<file path="src/rtl/cla_4b_core.sv">
// Combinational 4-bit carry-lookahead adder. Every carry is a flat sum of
// products of g/p/cin, so no carry depends on a lower carry.
module cla_4b_core (
    input  logic [3:0] a,
    input  logic [3:0] b,
    input  logic       cin,
    output logic [3:0] sum,
    output logic       cout,
    output logic       gg,
    output logic       gp
);

    localparam int W = 4;

    logic [W-1:0] g;
    logic [W-1:0] p;
    logic [W:0]   c;

    always_comb begin
        g = a & b;
        p = a ^ b;

        c[0] = cin;
        c[1] = g[0] | (p[0] & cin);
        c[2] = g[1] | (p[1] & g[0]) | (p[1] & p[0] & cin);
        c[3] = g[2] | (p[2] & g[1]) | (p[2] & p[1] & g[0])
             | (p[2] & p[1] & p[0] & cin);
        c[4] = g[3] | (p[3] & g[2]) | (p[3] & p[2] & g[1])
             | (p[3] & p[2] & p[1] & g[0])
             | (p[3] & p[2] & p[1] & p[0] & cin);

        sum  = p ^ c[W-1:0];
        cout = c[W];

        // Group terms exclude cin so a second-level lookahead unit can combine nibbles.
        gg = g[3] | (p[3] & g[2]) | (p[3] & p[2] & g[1])
           | (p[3] & p[2] & p[1] & g[0]);
        gp = &p;
    end

endmodule

</file>
<file path="src/rtl/cla_4b.sv">
// Registered 4-bit carry-lookahead adder: {cout,sum} = a + b + cin, one cycle
// of latency, one result per cycle, synchronous active-high reset.
module cla_4b (
    input  logic       clk,
    input  logic       rst,
    input  logic [3:0] a,
    input  logic [3:0] b,
    input  logic       cin,
    output logic [3:0] sum,
    output logic       cout
);

    localparam int W = 4;

    logic [W-1:0] core_sum;
    logic         core_cout;
    logic [W-1:0] sum_d;
    logic [W-1:0] sum_q;
    logic         cout_d;
    logic         cout_q;

    // Group generate/propagate are reserved for a future 16-bit cascade.
    cla_4b_core u_core (
        .a    (a),
        .b    (b),
        .cin  (cin),
        .sum  (core_sum),
        .cout (core_cout),
        .gg   (),
        .gp   ()
    );

    always_comb begin
        sum_d  = core_sum;
        cout_d = core_cout;
        if (rst) begin
            sum_d  = '0;
            cout_d = 1'b0;
        end
    end

    always_ff @(posedge clk) begin
        sum_q  <= sum_d;
        cout_q <= cout_d;
    end

    assign sum  = sum_q;
    assign cout = cout_q;

endmodule

</file>
<file path="config.mk">
export PLATFORM = sky130hd
export DESIGN_NAME = cla_4b
export DESIGN_NICKNAME = d
export VERILOG_FILES = /design/src/rtl/cla_4b_core.sv /design/src/rtl/cla_4b.sv
export SDC_FILE = /design/constraint.sdc
export NUM_CORES = 1
export LEC_CHECK = 0
export CAP_MARGIN = 20
export CORE_AREA = 2 2 39 41
export DETAILED_ROUTE_END_ITERATION = 10
export DIE_AREA = 0 0 41 43
export RECOVER_POWER = 50
export REMOVE_ABC_BUFFERS = 1
export SLEW_MARGIN = 10
export SYNTH_ARGS = -nofsm -noshare
export SYNTH_HDL_FRONTEND = slang
export SYNTH_SLANG_ARGS = --single-unit
</file>
<file path="constraint.sdc">
create_clock -name clk -period 2.5 [get_ports clk]
set_clock_uncertainty 0.15 [all_clocks]
set_input_delay 0.25 -clock clk [delete_from_list [all_inputs] [get_ports clk]]
set_output_delay 0.25 -clock clk [all_outputs]
set_load 0.1 [all_outputs]
</file>
==> results of run 1 <==
[area by class of cell]
class	count	area (µm²)	share of cell area
Multi-Input combinational cell	18	165	0.371
Clock buffer	4	26.3	0.0590
Tap cell	16	20.0	0.0449
Inverter	4	15.0	0.0337
Timing Repair Buffer	15	119	0.267
Sequential cell	5	100	0.225
[layer usage]
| metal | track usage | up-vias |
|---|---|---|
| met5 | 0 | - |
| met4 | 0.0800 | 0 |
| met3 | 0.0314 | 0 |
| met2 | 0.0906 | 10 |
| met1 | 0.0801 | 111 |
| li1 | - | 133 |
[cells by family after synthesis]
group           count (synthesis)  synth area share
compound gates                  7             0.201
xor+xnor                        1            0.0313
fa+ha+maj                       5             0.250
buf+inv                         4            0.0536
flops                           5             0.357
mux                             1            0.0357
simple gates                    4            0.0715
[per-stage QoR]
step	util	instance area (µm²)
detailed placement	0.316	438
CTS	0.335	464
global route	0.322	445
floorplan	-	280
finish	0.322	445
global placement	0.316	438
[power by group through the flow]
stage               clock [mW]  sequential [mW]  combinational (mW)
floorplan                    0            0.158              0.0299
global placement             0           0.0923               0.131
detailed placement           0           0.0925               0.132
CTS                     0.0934           0.0911               0.132
global route             0.105           0.0917               0.132
finish                  0.0891           0.0909               0.122
[registers in the layout (all words and copies together), names as in the netlist]
| name | cells |
|---|---|
| cout | 1 |
| sum | 4 |
[Yosys cell counts]
master | number | area (µm²)
o22ai_1 | 1 | 6.26
a211oi_1 | 2 | 15.0
inv_1 | 4 | 15.0
a21oi_2 | 1 | 8.76
a21o_2 | 1 | 8.76
xor2_1 | 1 | 8.76
fa_1 | 1 | 20.0
nor2_1 | 2 | 7.51
nand2b_1 | 1 | 6.26
a211o_1 | 1 | 8.76
mux2i_1 | 1 | 10.0
dfxtp_1 | 5 | 100
ha_1 | 4 | 50.1
or2_2 | 1 | 6.26
o21a_2 | 1 | 8.76
[worst max-delay path by stage]
| stage | start | endpoint | slack (ns) | cells past startpoint |
|---|---|---|---|---|
| 2_1_floorplan | a[0] | sum[3] | 1.14 | 4 |
| 3_3_place_gp | a[0] | sum[3] | 0.62 | 5 |
| 3_5_place_dp | a[0] | sum[3] | 0.62 | 5 |
| 4_1_cts | a[0] | sum[3] | 0.86 | 5 |
| 5_1_grt | sum[0] | sum[0] | 0.64 | 1 |
| 6_report | sum[0] | sum[0] | 0.71 | 1 |
==> key figures, run 1 <==
STA
  • Fmax achieved: 559 MHz
  • Fin crit share: 0.716
  • Unrepaired setup endpoints after global routing: false
  • Crit path time final: 1.79 ns
  • # setup viols final: 0
  • Setup TNS: 0 ns
  • Setup ws final: 0.710 ns
  • Count of final hold-check violations: 0
  • Hold WS: approximately 0.51 ns
  • Worst-Margin Slew: approximately 1.2 ns
  • Rel. slew slack: 0.229
  • Final Max Tran Viols: 0

Routing
  • Post-DRT Antenna Nets: 0
  • Vias/cell: 4.10
  • Routed wl met2: 221 µm
  • Total DRC errors in the routed layout: 0
  • DR WL met3: between 50 and 60 µm
  • Final WL: between 400 and 500 µm
  • WL met1: 185 µm
  • Max Used Layer: met3
  • Vias: 254
  • Starting DRT DRC Count: 0
  • Pre-antenna DRT Iters: 1
  • Routed len/inst: ~7.4 µm

Floorplanning
  • Placeable Area: about 0.0014 mm²
  • Starting Density: 0.203
  • Row count: 14
  • Die Ht: roughly 43 µm
  • Die footprint: 0.00176 mm²
  • Ports: 16
  • Chip width: roughly 41 µm

GRT
  • Initial antenna violation count: 0
  • GRT Total Usage: 0.0722
  • Largest net degree at the start of global routing: 7
  • First-pass GRT wire length: 814 µm
  • GRT overflow: 0
  • Vias in the first global route: 208

Pwr
  • P_leak: 0.199 nW
  • Int Pwr: between 0.15 and 0.2 mW
  • Comb pwr share: 0.405
  • Worst vdd ir: about 0.13 mV
  • Final Power: 0.302 mW
  • Sw Pwr: 0.119 mW
  • Clock Power Share: 0.295
  • Sw Ratio: 0.393
  • Power per cell area: 679 mW/mm²
  • Sequential group share of total power: 0.300

Yosys
  • FF+latch count, synth: 5
  • Register area share after synthesis: 0.357
  • Post-Synthesis Cell Area: 280 µm²
  • Syn Inst Count: 27
  • Syn avg cell area: 10.4 µm²
  • Cell variety after synth: 15
  • Synthesis Warnings: 0

Cells and area
  • Non-filler instance count after layout: 62
  • Most frequent cells in the layout: clkdlybuf4s50_1, clkbuf_1, dfxtp_1, inv_1, ha_1
  • Share of cells above drive strength 1: 0.152
  • N_diodes: 0
  • # fillers: 158
  • P&R area growth vs syn: 58.9%
  • Nets@finish: 63
  • Commonest non-fill, non-tap cell in the layout: clkdlybuf4s50_1

Clock tree
  • Root Buffer: clkbuf_4
  • Depth of the CTS H-tree: 1
  • Clk slew on worst S/H paths: 0.04 ns
  • Clock Sinks: 5
  • Post-CTS Setup Bufs: 0
  • Num CTS Buffers: 3
  • CTS Buffer Depth: 2
  • Post_cts resized: 0
  • CTS tree: done
  • # hold bufs at CTS: 0

Placed design
  • Setup WS pre-CTS: 0.624 ns
  • Port bufs: 15
  • Dpl cells: 58
  • RD Place Congestion: around 0.70

Status
  • Status: finished clean

Critical path
  • Worst Path Class, Setup: register to primary output
  • CP Cell Sequence: clkbuf_1
  • Crit-path slowest cell: clkbuf_1
  • Max FO, Critical Path: 1
  • CP Data Required Time: 2.10 ns
  • Crit start category: register
  • CP endpoint kind: primary output
  • CP Buf/Inv Count: 1
  • Top delay family on crit path: buffers and inverters
  • CP arrival: 1.39 ns
  • Slowest stage delay, CP: ~0.85 ns

Job
  • Max_cap viols: 0

Min path
  • Hold path endpoint: sum[0]
  • Hold crit path type: input port to register
  • Worst Hold Depth: 2
  • Hold path startpoint: rst
No activity file was read; power rests on OpenSTA's default activity.
==> run 2, diff against run 1 <==
==> constraint.sdc (replaced) <==
create_clock -name clk -period 1.56 [get_ports clk]
set_clock_uncertainty 0.15 [all_clocks]
set_input_delay 0.156 -clock clk [delete_from_list [all_inputs] [get_ports clk]]
set_output_delay 0.156 -clock clk [all_outputs]
set_load 0.1 [all_outputs]
==> key figures, run 2 (synthesis results as in run 1) <==
Status
  • Status: finished clean

Clock tree
  • Clock Sinks: 5
  • Post-CTS Setup Bufs: 0
  • Post_cts resized: 0
  • Num CTS Buffers: 3
  • Depth of the CTS H-tree: 1
  • # hold bufs at CTS: 0
  • Clk slew on worst S/H paths: 0.04 ns
  • CTS tree: done
  • Root Buffer: clkbuf_4
  • CTS Buffer Depth: 2

Pwr
  • Comb pwr share: 0.413
  • Sequential group share of total power: 0.296
  • Sw Ratio: 0.390
  • Worst vdd ir: 0.230 mV
  • Clock Power Share: 0.290
  • Sw Pwr: roughly 0.19 mW
  • Int Pwr: ~0.3 mW
  • Power per cell area: approximately 1100 mW/mm²
  • P_leak: 0.238 nW

Routing
  • Vias: 242
  • Pre-antenna DRT Iters: 4
  • Vias/cell: 3.84
  • Post-DRT Antenna Nets: 0
  • Total DRC errors in the routed layout: 0
  • Routed len/inst: 7.56 µm
  • Final WL: about 480 µm
  • Starting DRT DRC Count: 1

STA
  • # setup viols final: 0
  • Worst-Margin Slew: around 0.54 ns
  • Count of final hold-check violations: 0
  • Fin crit share: 0.926
  • Setup ws final: roughly 0.12 ns
  • Fmax achieved: 692 MHz
  • Crit path time final: 1.44 ns
  • Rel. slew slack: 0.640
  • Final Max Tran Viols: 0
  • Unrepaired setup endpoints after global routing: false

Critical path
  • CP Data Required Time: 1.57 ns
  • CP Buf/Inv Count: 1
  • Max FO, Critical Path: 3
  • CP arrival: between 1 and 1.5 ns
  • Top delay family on crit path: compound AO/OA/AOI/OAI gates
  • Worst Path Class, Setup: input port to register
  • Slowest stage delay, CP: 0.40 ns
  • Crit start category: input port
  • Crit-path slowest cell: clkdlybuf4s50_1
  • CP Cell Sequence: clkdlybuf4s50_1 > ha_1 > a211o_1 > a21oi_2 > mux2i_1
  • CP endpoint kind: register

Placed design
  • Port bufs: 15
  • Dpl cells: 59
  • DP HPWL: 405 µm
  • RD Place Congestion: about 0.72
  • Setup WS pre-CTS: -0.191 ns
  • Placed Area: 508 µm²

GRT
  • GRT Total Usage: 0.0744
  • Initial antenna violation count: 0
  • Largest net degree at the start of global routing: 7
  • Vias in the first global route: approximately 240
  • GRT overflow: 0
  • First-pass GRT wire length: about 830 µm

Cells and area
  • N_diodes: 0
  • Core Util, Final: 0.335
  • Multi-input gate area: 165 µm²
  • Max reg flops: 4
  • P&R area growth vs syn: 65.6%
  • Commonest non-fill, non-tap cell in the layout: clkdlybuf4s50_1
  • # fillers: 143
  • Post-route cell area: 464 µm²
  • FF/Latch Area: 100 µm²
  • Most frequent cells in the layout: clkdlybuf4s50_1, dfxtp_1, clkbuf_2, inv_1, ha_1
  • Share of cells above drive strength 1: 0.277
  • Nets@finish: 64
  • Non-filler instance count after layout: between 60 and 70

Floorplanning
  • Ports: 16
  • Row count: 14
  • Die Ht: ~43 µm
  • Chip width: 41 µm
  • Placeable Area: 0.00138 mm²
  • Die footprint: 0.00176 mm²
  • Starting Density: 0.203

Job
  • Max_cap viols: 0

Min path
  • Hold crit path type: input port to register
[run 2: worst paths after layout]
kind                  from  endpoint  slack (ns)  cells after the start
worst max-delay path  a[1]    sum[3]        0.12                      5
worst min-delay path  b[0]    sum[0]        0.24                      4
[run 2: routing by layer]
metal,share of wire,global-route usage,up-vias
met5,0,0,-
met4,0,0.100,0
met3,0.14,0.0157,0
met2,0.50,0.100,10
met1,0.35,0.0777,100
li1,-,-,132
[run 2: per-stage QoR]
stage	TNS (ns)	power (mW)	hold WS [ns]
floorplan	0	0.301	0.0727
global placement	-0.482	0.405	0.472
detailed placement	-0.514	0.405	0.472
CTS	0	0.554	0.394
global route	0	0.519	0.272
finish	0	0.491	0.239
[run 2: layout make-up]
cell class | instances | area share
tap | 16 | 0.0431
sequential | 5 | 0.216
multi-input combinational | 18 | 0.356
timing repair buffer | 16 | 0.296
inverter | 4 | 0.0323
clock buffer | 4 | 0.0566
[run 2: power groups by stage]
stage	sequential (mW)	combinational (mW)	clock, mW
after floorplan	0.253	0.0479	0
after global placement	0.156	0.249	0
after detailed placement	0.156	0.248	0
after CTS	0.154	0.249	0.151
after global routing	0.146	0.217	0.156
final	0.146	0.203	0.143
==> run 3, diff against run 2 <==
--- a/config.mk
+++ b/config.mk
@@ -10,7 +10,7 @@
 export DETAILED_ROUTE_END_ITERATION = 10
 export DIE_AREA = 0 0 41 43
 export RECOVER_POWER = 50
-export REMOVE_ABC_BUFFERS = 1
+export SKIP_LAST_GASP = 1
 export SLEW_MARGIN = 10
 export SYNTH_ARGS = -nofsm -noshare
 export SYNTH_HDL_FRONTEND = slang
==> results of run 3 <==
Same layout as run 2: the final DEF is identical, and so are final timing and power.
